==> src/rtl/i3c2_pkg.sv <==
// Shared definitions for the I2C read-back bank: geometry, dump FSM encoding,
// frame header and status-byte layout.
package i3c2_pkg;

  localparam int unsigned DATA_W = 8;
  localparam int unsigned ADDR_W = 5;
  localparam int unsigned DEPTH  = 32;

  localparam logic [DATA_W-1:0] HEADER_BYTE_DEF = 8'hA5;

  // Status byte: {err, 1'b0, entry_count[5:0]}
  localparam int unsigned STAT_ERR_BIT = 7;
  localparam int unsigned STAT_CNT_LSB = 0;
  localparam int unsigned STAT_CNT_W   = 6;

  typedef enum logic [2:0] {
    ST_IDLE = 3'd0,
    ST_HDR  = 3'd1,
    ST_STAT = 3'd2,
    ST_SCAN = 3'd3,
    ST_ADDR = 3'd4,
    ST_DATA = 3'd5,
    ST_TRL  = 3'd6
  } dump_state_e;

  // Entry count is kept modulo 64, so a full bank reads back as 6'd32.
  function automatic logic [DATA_W-1:0] status_byte(input logic err,
                                                    input logic [DEPTH-1:0] snap);
    logic [STAT_CNT_W-1:0] cnt;
    cnt = '0;
    for (int i = 0; i < int'(DEPTH); i++) begin
      cnt = cnt + STAT_CNT_W'(snap[i]);
    end
    status_byte = '0;
    status_byte[STAT_ERR_BIT] = err;
    status_byte[STAT_CNT_LSB +: STAT_CNT_W] = cnt;
  endfunction

endpackage

==> src/rtl/i3c2_readback_bank_if.sv <==
// Byte stream from the read-back bank dump engine to the debug UART transmitter.
interface i3c2_readback_bank_if;
  import i3c2_pkg::*;

  logic [DATA_W-1:0] tx_data;
  logic              tx_valid;
  logic              tx_ready;

  modport master (output tx_data, output tx_valid, input tx_ready);
  modport slave  (input tx_data, input tx_valid, output tx_ready);
endinterface

==> src/rtl/i3c2_byte_tx_reg.sv <==
// One-entry output holding register: a new byte or a drop of valid is only
// accepted when the register is empty or its byte is transferring this cycle.
module i3c2_byte_tx_reg
  import i3c2_pkg::*;
(
  input  logic              clk,
  input  logic              rst,
  input  logic              load,
  input  logic              drop,
  input  logic [DATA_W-1:0] din,
  input  logic              ready,
  output logic [DATA_W-1:0] data,
  output logic              valid
);

  logic accept_c;
  assign accept_c = !valid || ready;

  always_ff @(posedge clk or posedge rst) begin
    if (rst) begin
      data  <= '0;
      valid <= 1'b0;
    end else if (accept_c) begin
      if (load) begin
        data  <= din;
        valid <= 1'b1;
      end else if (drop) begin
        valid <= 1'b0;
      end
    end
  end

endmodule

==> src/rtl/i3c2_readback_bank.sv <==
// Captures sequencer read-back values into a 32x8 bank, offers a registered
// random-read port and dumps the valid entries as a framed byte stream.
module i3c2_readback_bank
  import i3c2_pkg::*;
#(
  parameter logic [7:0]  HEADER_BYTE = HEADER_BYTE_DEF,
  parameter int unsigned CNT_W       = 8
) (
  input  logic                 clk,
  input  logic                 rst,
  input  logic [ADDR_W-1:0]    reg_addr,
  input  logic [DATA_W-1:0]    reg_data,
  input  logic                 reg_write,
  input  logic                 cpu_error,
  input  logic                 clear,
  input  logic [ADDR_W-1:0]    rd_addr,
  output logic [DATA_W-1:0]    rd_data,
  output logic [DEPTH-1:0]     valid_mask,
  output logic [CNT_W-1:0]     write_count,
  output logic                 err_sticky,
  input  logic                 dump_req,
  output logic                 busy,
  i3c2_readback_bank_if.master tx
);

  localparam logic [CNT_W-1:0]  CNT_MAX  = {CNT_W{1'b1}};
  localparam logic [ADDR_W-1:0] IDX_LAST = ADDR_W'(DEPTH - 1);

  logic [DATA_W-1:0] bank [DEPTH];

  dump_state_e       state, state_n;
  logic [DEPTH-1:0]  snap, snap_n;
  logic [ADDR_W-1:0] idx, idx_n;
  logic [DATA_W-1:0] csum, csum_n;
  logic              busy_n;
  logic              tx_load_c, tx_drop_c, xfer_c;
  logic [DATA_W-1:0] tx_din_c;

  // Bank contents survive reset; only the bookkeeping is cleared.
  always_ff @(posedge clk) begin
    if (reg_write) bank[reg_addr] <= reg_data;
  end

  always_ff @(posedge clk or posedge rst) begin
    if (rst) rd_data <= '0;
    else     rd_data <= bank[rd_addr];
  end

  // A capture in the same cycle as clear still lands and is counted.
  always_ff @(posedge clk or posedge rst) begin
    if (rst) begin
      valid_mask  <= '0;
      write_count <= '0;
      err_sticky  <= 1'b0;
    end else begin
      if (clear) begin
        valid_mask  <= '0;
        write_count <= reg_write ? CNT_W'(1) : '0;
      end else if (reg_write && write_count != CNT_MAX) begin
        write_count <= write_count + CNT_W'(1);
      end
      if (reg_write) valid_mask[reg_addr] <= 1'b1;
      if (cpu_error) err_sticky <= 1'b1;
    end
  end

  always_ff @(posedge clk or posedge rst) begin
    if (rst) begin
      state <= ST_IDLE;
      snap  <= '0;
      idx   <= '0;
      csum  <= '0;
      busy  <= 1'b0;
    end else begin
      state <= state_n;
      snap  <= snap_n;
      idx   <= idx_n;
      csum  <= csum_n;
      busy  <= busy_n;
    end
  end

  assign xfer_c = tx.tx_valid && tx.tx_ready;

  always_comb begin
    state_n   = state;
    snap_n    = snap;
    idx_n     = idx;
    csum_n    = csum;
    busy_n    = busy;
    tx_load_c = 1'b0;
    tx_drop_c = 1'b0;
    tx_din_c  = '0;
    case (state)
      ST_IDLE: if (dump_req) begin
        snap_n    = valid_mask;
        idx_n     = '0;
        csum_n    = '0;
        busy_n    = 1'b1;
        tx_load_c = 1'b1;
        tx_din_c  = HEADER_BYTE;
        state_n   = ST_HDR;
      end
      ST_HDR: if (xfer_c) begin
        tx_load_c = 1'b1;
        tx_din_c  = status_byte(err_sticky, snap);
        state_n   = ST_STAT;
      end
      ST_STAT: if (xfer_c) begin
        csum_n    = csum ^ tx.tx_data;
        tx_drop_c = 1'b1;
        state_n   = ST_SCAN;
      end
      ST_SCAN: begin
        if (snap[idx]) begin
          tx_load_c = 1'b1;
          tx_din_c  = DATA_W'(idx);
          state_n   = ST_ADDR;
        end else if (idx == IDX_LAST) begin
          tx_load_c = 1'b1;
          tx_din_c  = csum;
          state_n   = ST_TRL;
        end else begin
          idx_n = idx + ADDR_W'(1);
        end
      end
      // Data is read live from the bank when the address byte goes out.
      ST_ADDR: if (xfer_c) begin
        csum_n    = csum ^ tx.tx_data;
        tx_load_c = 1'b1;
        tx_din_c  = bank[idx];
        state_n   = ST_DATA;
      end
      ST_DATA: if (xfer_c) begin
        csum_n = csum ^ tx.tx_data;
        if (idx == IDX_LAST) begin
          tx_load_c = 1'b1;
          tx_din_c  = csum_n;
          state_n   = ST_TRL;
        end else begin
          tx_drop_c = 1'b1;
          idx_n     = idx + ADDR_W'(1);
          state_n   = ST_SCAN;
        end
      end
      ST_TRL: if (xfer_c) begin
        tx_drop_c = 1'b1;
        busy_n    = 1'b0;
        state_n   = ST_IDLE;
      end
      default: state_n = ST_IDLE;
    endcase
  end

  i3c2_byte_tx_reg u_tx_reg (
    .clk   (clk),
    .rst   (rst),
    .load  (tx_load_c),
    .drop  (tx_drop_c),
    .din   (tx_din_c),
    .ready (tx.tx_ready),
    .data  (tx.tx_data),
    .valid (tx.tx_valid)
  );

endmodule

==> src/flat_wrapper.sv <==
// flat-port wrapper written by rule: the top's interface ports become plain ports
module i3c2_readback_bank_flat import i3c2_pkg::*;
#(
  parameter logic [7:0]  HEADER_BYTE = HEADER_BYTE_DEF,
  parameter int unsigned CNT_W       = 8
)
  (clk, rst, reg_addr, reg_data, reg_write, cpu_error, clear, rd_addr, rd_data, valid_mask, write_count, err_sticky, dump_req, busy, tx_tx_data, tx_tx_valid, tx_tx_ready);
  i3c2_readback_bank_if tx_i ();
  input  logic clk;
  input  logic rst;
  input  logic [ADDR_W-1:0] reg_addr;
  input  logic [DATA_W-1:0] reg_data;
  input  logic reg_write;
  input  logic cpu_error;
  input  logic clear;
  input  logic [ADDR_W-1:0] rd_addr;
  output logic [DATA_W-1:0] rd_data;
  output logic [DEPTH-1:0] valid_mask;
  output logic [CNT_W-1:0] write_count;
  output logic err_sticky;
  input  logic dump_req;
  output logic busy;
  output wire logic [$bits(tx_i.tx_data)-1:0] tx_tx_data;
  output wire logic [$bits(tx_i.tx_valid)-1:0] tx_tx_valid;
  input wire logic [$bits(tx_i.tx_ready)-1:0] tx_tx_ready;
  assign tx_tx_data = tx_i.tx_data;
  assign tx_tx_valid = tx_i.tx_valid;
  assign tx_i.tx_ready = tx_tx_ready;
  i3c2_readback_bank #(.HEADER_BYTE(HEADER_BYTE), .CNT_W(CNT_W)) u_core (.clk(clk), .rst(rst), .reg_addr(reg_addr), .reg_data(reg_data), .reg_write(reg_write), .cpu_error(cpu_error), .clear(clear), .rd_addr(rd_addr), .rd_data(rd_data), .valid_mask(valid_mask), .write_count(write_count), .err_sticky(err_sticky), .dump_req(dump_req), .busy(busy), .tx(tx_i));
endmodule
==> config.mk <==
export PLATFORM = sky130hd
export DESIGN_NAME = i3c2_readback_bank_flat
export DESIGN_NICKNAME = d
export VERILOG_FILES = /design/src/rtl/i3c2_pkg.sv /design/src/rtl/i3c2_readback_bank_if.sv /design/src/rtl/i3c2_byte_tx_reg.sv /design/src/rtl/i3c2_readback_bank.sv /design/src/flat_wrapper.sv
export SDC_FILE = /design/constraint.sdc
export NUM_CORES = 1
export LEC_CHECK = 0
export CORE_UTILIZATION = 40
export CTS_CLUSTER_SIZE = 10
export DETAILED_ROUTE_END_ITERATION = 7
export HOLD_SLACK_MARGIN = 0.12
export SLEW_MARGIN = 15
export SYNTH_ARGS = -nofsm -noshare
export SYNTH_HDL_FRONTEND = slang
export SYNTH_SLANG_ARGS = --single-unit
==> constraint.sdc <==
create_clock -name clk -period 16.4 [get_ports clk]
set_input_delay 3.28 -clock clk [delete_from_list [all_inputs] [get_ports clk]]
set_output_delay 3.28 -clock clk [all_outputs]
set_load 0.05 [all_outputs]
==> flow_metrics.py <==
metrics = {
    "outcome": {
        "outcome": "complete, no violations",
    },
    "power_and_ir_drop": {
        "vdd_drop_max_uv": 83.56,
        "power.leakage_nw": 6.989,
        "power_density_nw_per_um2": 127.0,
    },
    "cells_and_area": {
        "nets": 1319,
        "multiInputGateArea_sq_um": 6580,
        "ff_latch_area_sq_um": 10370,
        "drive_gt1_frac": 0.2042,
        "synthToLayoutAreaGrowth_pct": 15.85,
        "fillers": 3750,
        "final_cell_area_sq_um": 20430,
    },
    "grt": {
        "use_met3": 0.04391,
        "grt_max_degree": 70,
        "grt_pass1_vias": 11002,
        "grt_usage": 0.2236,
        "use_met2": 0.3522,
        "antenna_found_initial": 2,
        "top_usage_layer": "met2",
        "grtUsageMet1": 0.3123,
        "grt_pass1_wl_um": 72130,
        "grt_overflow": 0,
    },
    "placement": {
        "numPortBuffers": 83,
        "place_hpwl_um": 31370,
        "gp_congestion": 0.8383,
        "place_area_sq_um": 19120,
    },
    "logic_synthesis": {
        "syn-num-nets": 1229,
        "ys_seq_area_frac": 0.5878,
        "synth-edff-count": 256,
        "yosys.area.top_type_share": 0.4360,
        "async_flop_share": 0.2948,
        "syn_inst": 1169,
        "synth_top_cell_by_area": "edfxtp_1",
        "synth.avg_cell_area_sq_um": 15.08,
        "yosysUniqueCellTypes": 60,
        "syn_area_sq_um": 17630,
        "netlist_top_cells_area": "edfxtp_1 (44%), mux4_2 (18%), dfrtp_1 (15%)",
        "ys_seq_elements": 363,
        "synth_flop_cell": "edfxtp_1",
        "yosysWarningCount": 0,
    },
    "critical_path": {
        "worstPathRequired_ns": 16.84,
        "arrival_ns": 6.43,
        "end_kind": "register",
        "critical_path_class": "register to register",
        "critPathLaunchType": "register",
        "critPathMaxFanout": 3,
    },
    "cts": {
        "cts_tree": "done",
        "ctsHoldBuffers": 0,
        "cts_buffers": 44,
        "clk_path_buf_depth": 3,
        "cts-resized-gates": 0,
        "cts-root-buf": "clkbuf_16",
        "cts.clk_slew.worst_paths_ns": 0.06,
        "post_cts_buffers": 0,
        "htree_levels": 2,
        "clkLatencyLatePin_ns": 0.57,
        "cts.sinks": 363,
    },
    "detailed_routing": {
        "wire_per_inst_um": 25.91,
        "routed_wl_um": 48680,
        "drt_first_pass_iters": 6,
        "vias": 10929,
        "ant_nets": 0,
        "drt_first_iter_violations": 1155,
        "routed_via_density": 5.816,
        "drcViolationCount": 0,
    },
    "timing": {
        "period_needed_ns": 5.981,
        "rsz0062_at_grt": "no",
        "max_freq_mhz": 167.2,
        "holdWs_ns": 0.5081,
        "worst_slew_pin_slew_ns": 1.136,
        "hold_violations": 0,
        "min_period_over_period": 0.3647,
        "setup_viol": 0,
        "fin_skew_ns": 0.02161,
        "fin_setup_tns_ns": 0,
        "final_max_slew_viol_count": 0,
        "slew-limit-headroom": 0.2397,
    },
    "floorplanning": {
        "io_pins": 84,
        "die_w_um": 212.0,
        "row_count": 76,
        "core_sq_um": 43270,
        "die_area_sq_um": 44930,
        "die_h_um": 212.0,
        "start_util": 0.4075,
    },
    "flow_run": {
        "maxCapViolCount": 0,
    },
    "worst_hold_path": {
        "min_path_type": "register to register",
    },
}
[area by class of cell]
type,count,area share
repair buffers,118,0.05267
diodes,1,0.0001225
flip-flops and latches,363,0.5076
clock inverters,7,0.002450
well taps,585,0.03583
clock buffers,73,0.06180
multi-input cells,638,0.3221
inverters,94,0.01739
[final timing paths]
kind                                              from                             endpoint  slack, ns  cells after the start
min in group asynchronous                          rst          u_core.snap[23]$_DFFE_PP0P_       3.25                      2
setup reg to reg            u_core.snap[0]$_DFFE_PP0P_  u_core.u_tx_reg.data[2]$_DFFE_PP0P_      10.42                     15
max in group asynchronous                          rst            u_core.idx[0]$_DFFE_PP0P_      11.89                      3
hold reg to reg            u_core.snap[10]$_DFFE_PP0P_          u_core.snap[10]$_DFFE_PP0P_       0.51                      2
hold / removal             u_core.snap[10]$_DFFE_PP0P_          u_core.snap[10]$_DFFE_PP0P_       0.51                      2
setup / recovery            u_core.snap[0]$_DFFE_PP0P_  u_core.u_tx_reg.data[2]$_DFFE_PP0P_      10.42                     15
[stage by stage]
step	util	power [W]	instances	worst slack (ns)
after detailed placement	0.4418	0.001721	1798	10.30
after CTS	0.4722	0.002615	1878	10.42
final	0.4722	0.002595	1879	10.42
after floorplan	-	0.001533	1169	10.30
after global placement	0.4418	0.001716	1798	10.29
after global routing	0.4721	0.002711	1878	10.16
[where the power goes]
group          switching (W)  internal, W
combinational       0.000354     0.000250
clock               0.000372     0.000524
sequential         0.0000695      0.00103
[layout by cell type, fill, tap and decap left out, types with 11 or more instances in the layout]
| cell | instances |
|---|---|
| o21ai_0 | 64 |
| nand3_1 | 17 |
| mux4_2 | 140 |
| ha_1 | 11 |
| mux2i_1 | 37 |
| o221ai_1 | 14 |
| o22ai_1 | 41 |
| dfrtp_1 | 105 |
| inv_1 | 92 |
| edfxtp_1 | 256 |
| clkbuf_16 | 46 |
| buf_4 | 36 |
| mux2_2 | 15 |
| a21oi_1 | 22 |
| nand2_1 | 84 |
| nor2_1 | 61 |
| fa_1 | 24 |
| clkbuf_1 | 26 |
| clkdlybuf4s50_1 | 79 |
| xnor2_1 | 11 |
[worst max-delay path, cell delays in order, from the launching register on]
cell and delay [ns]:
dfrtp_1 0.40, ha_1 0.28, inv_1 0.05, fa_1 0.51, fa_1 0.54, fa_1 0.53
fa_1 0.53, fa_1 0.53, fa_1 0.54, fa_1 0.48, fa_1 0.41, xor2_1 0.23
o22ai_1 0.14, nor4_1 0.29, o211ai_1 0.12, mux2_2 0.29
[Yosys cell counts, types with 8 or more instances]
library cell    n
nor2_1         62
mux2_2         15
buf_1           8
xnor2_1        11
o21ai_0        64
o221ai_1       14
nand3_1        17
o22ai_1        41
edfxtp_1      256
mux4_2        140
mux2i_1        37
a21oi_1        22
nand2_1        85
clkbuf_1       42
inv_1          93
fa_1           24
ha_1           11
buf_2          12
dfrtp_1       107
buf_4          10
[logic make-up after synthesis]
| kind of cell | share of synthesized area |
|---|---|
| DFF | 0.5878 |
| and+or+nand+nor | 0.05293 |
| muxes | 0.2094 |
| AOI/OAI and AO/OA | 0.06826 |
| buffers and inverters | 0.03959 |
| adders and majority gates | 0.03505 |
| xor gates and xnor gates | 0.006954 |
[layer usage]
metal | part of all wire | vias to the layer above
li1 | - | 4715
met1 | 0.42 | 5677
met2 | 0.47 | 453
met3 | 0.082 | 80
met4 | 0.025 | 4
met5 | 0.00053 | -
[registers in the layout, summed over array words and instances (netlist names), 3 cells and up]
register,cells
u_core.bank,256
u_core.csum,8
u_core.snap,32
u_core.state,3
u_core.u_tx_reg.data,8
u_core.idx,5
u_core.rd_data,8
u_core.write_count,8
u_core.valid_mask,32
Note: power is estimated with default switching activity, not from simulation.
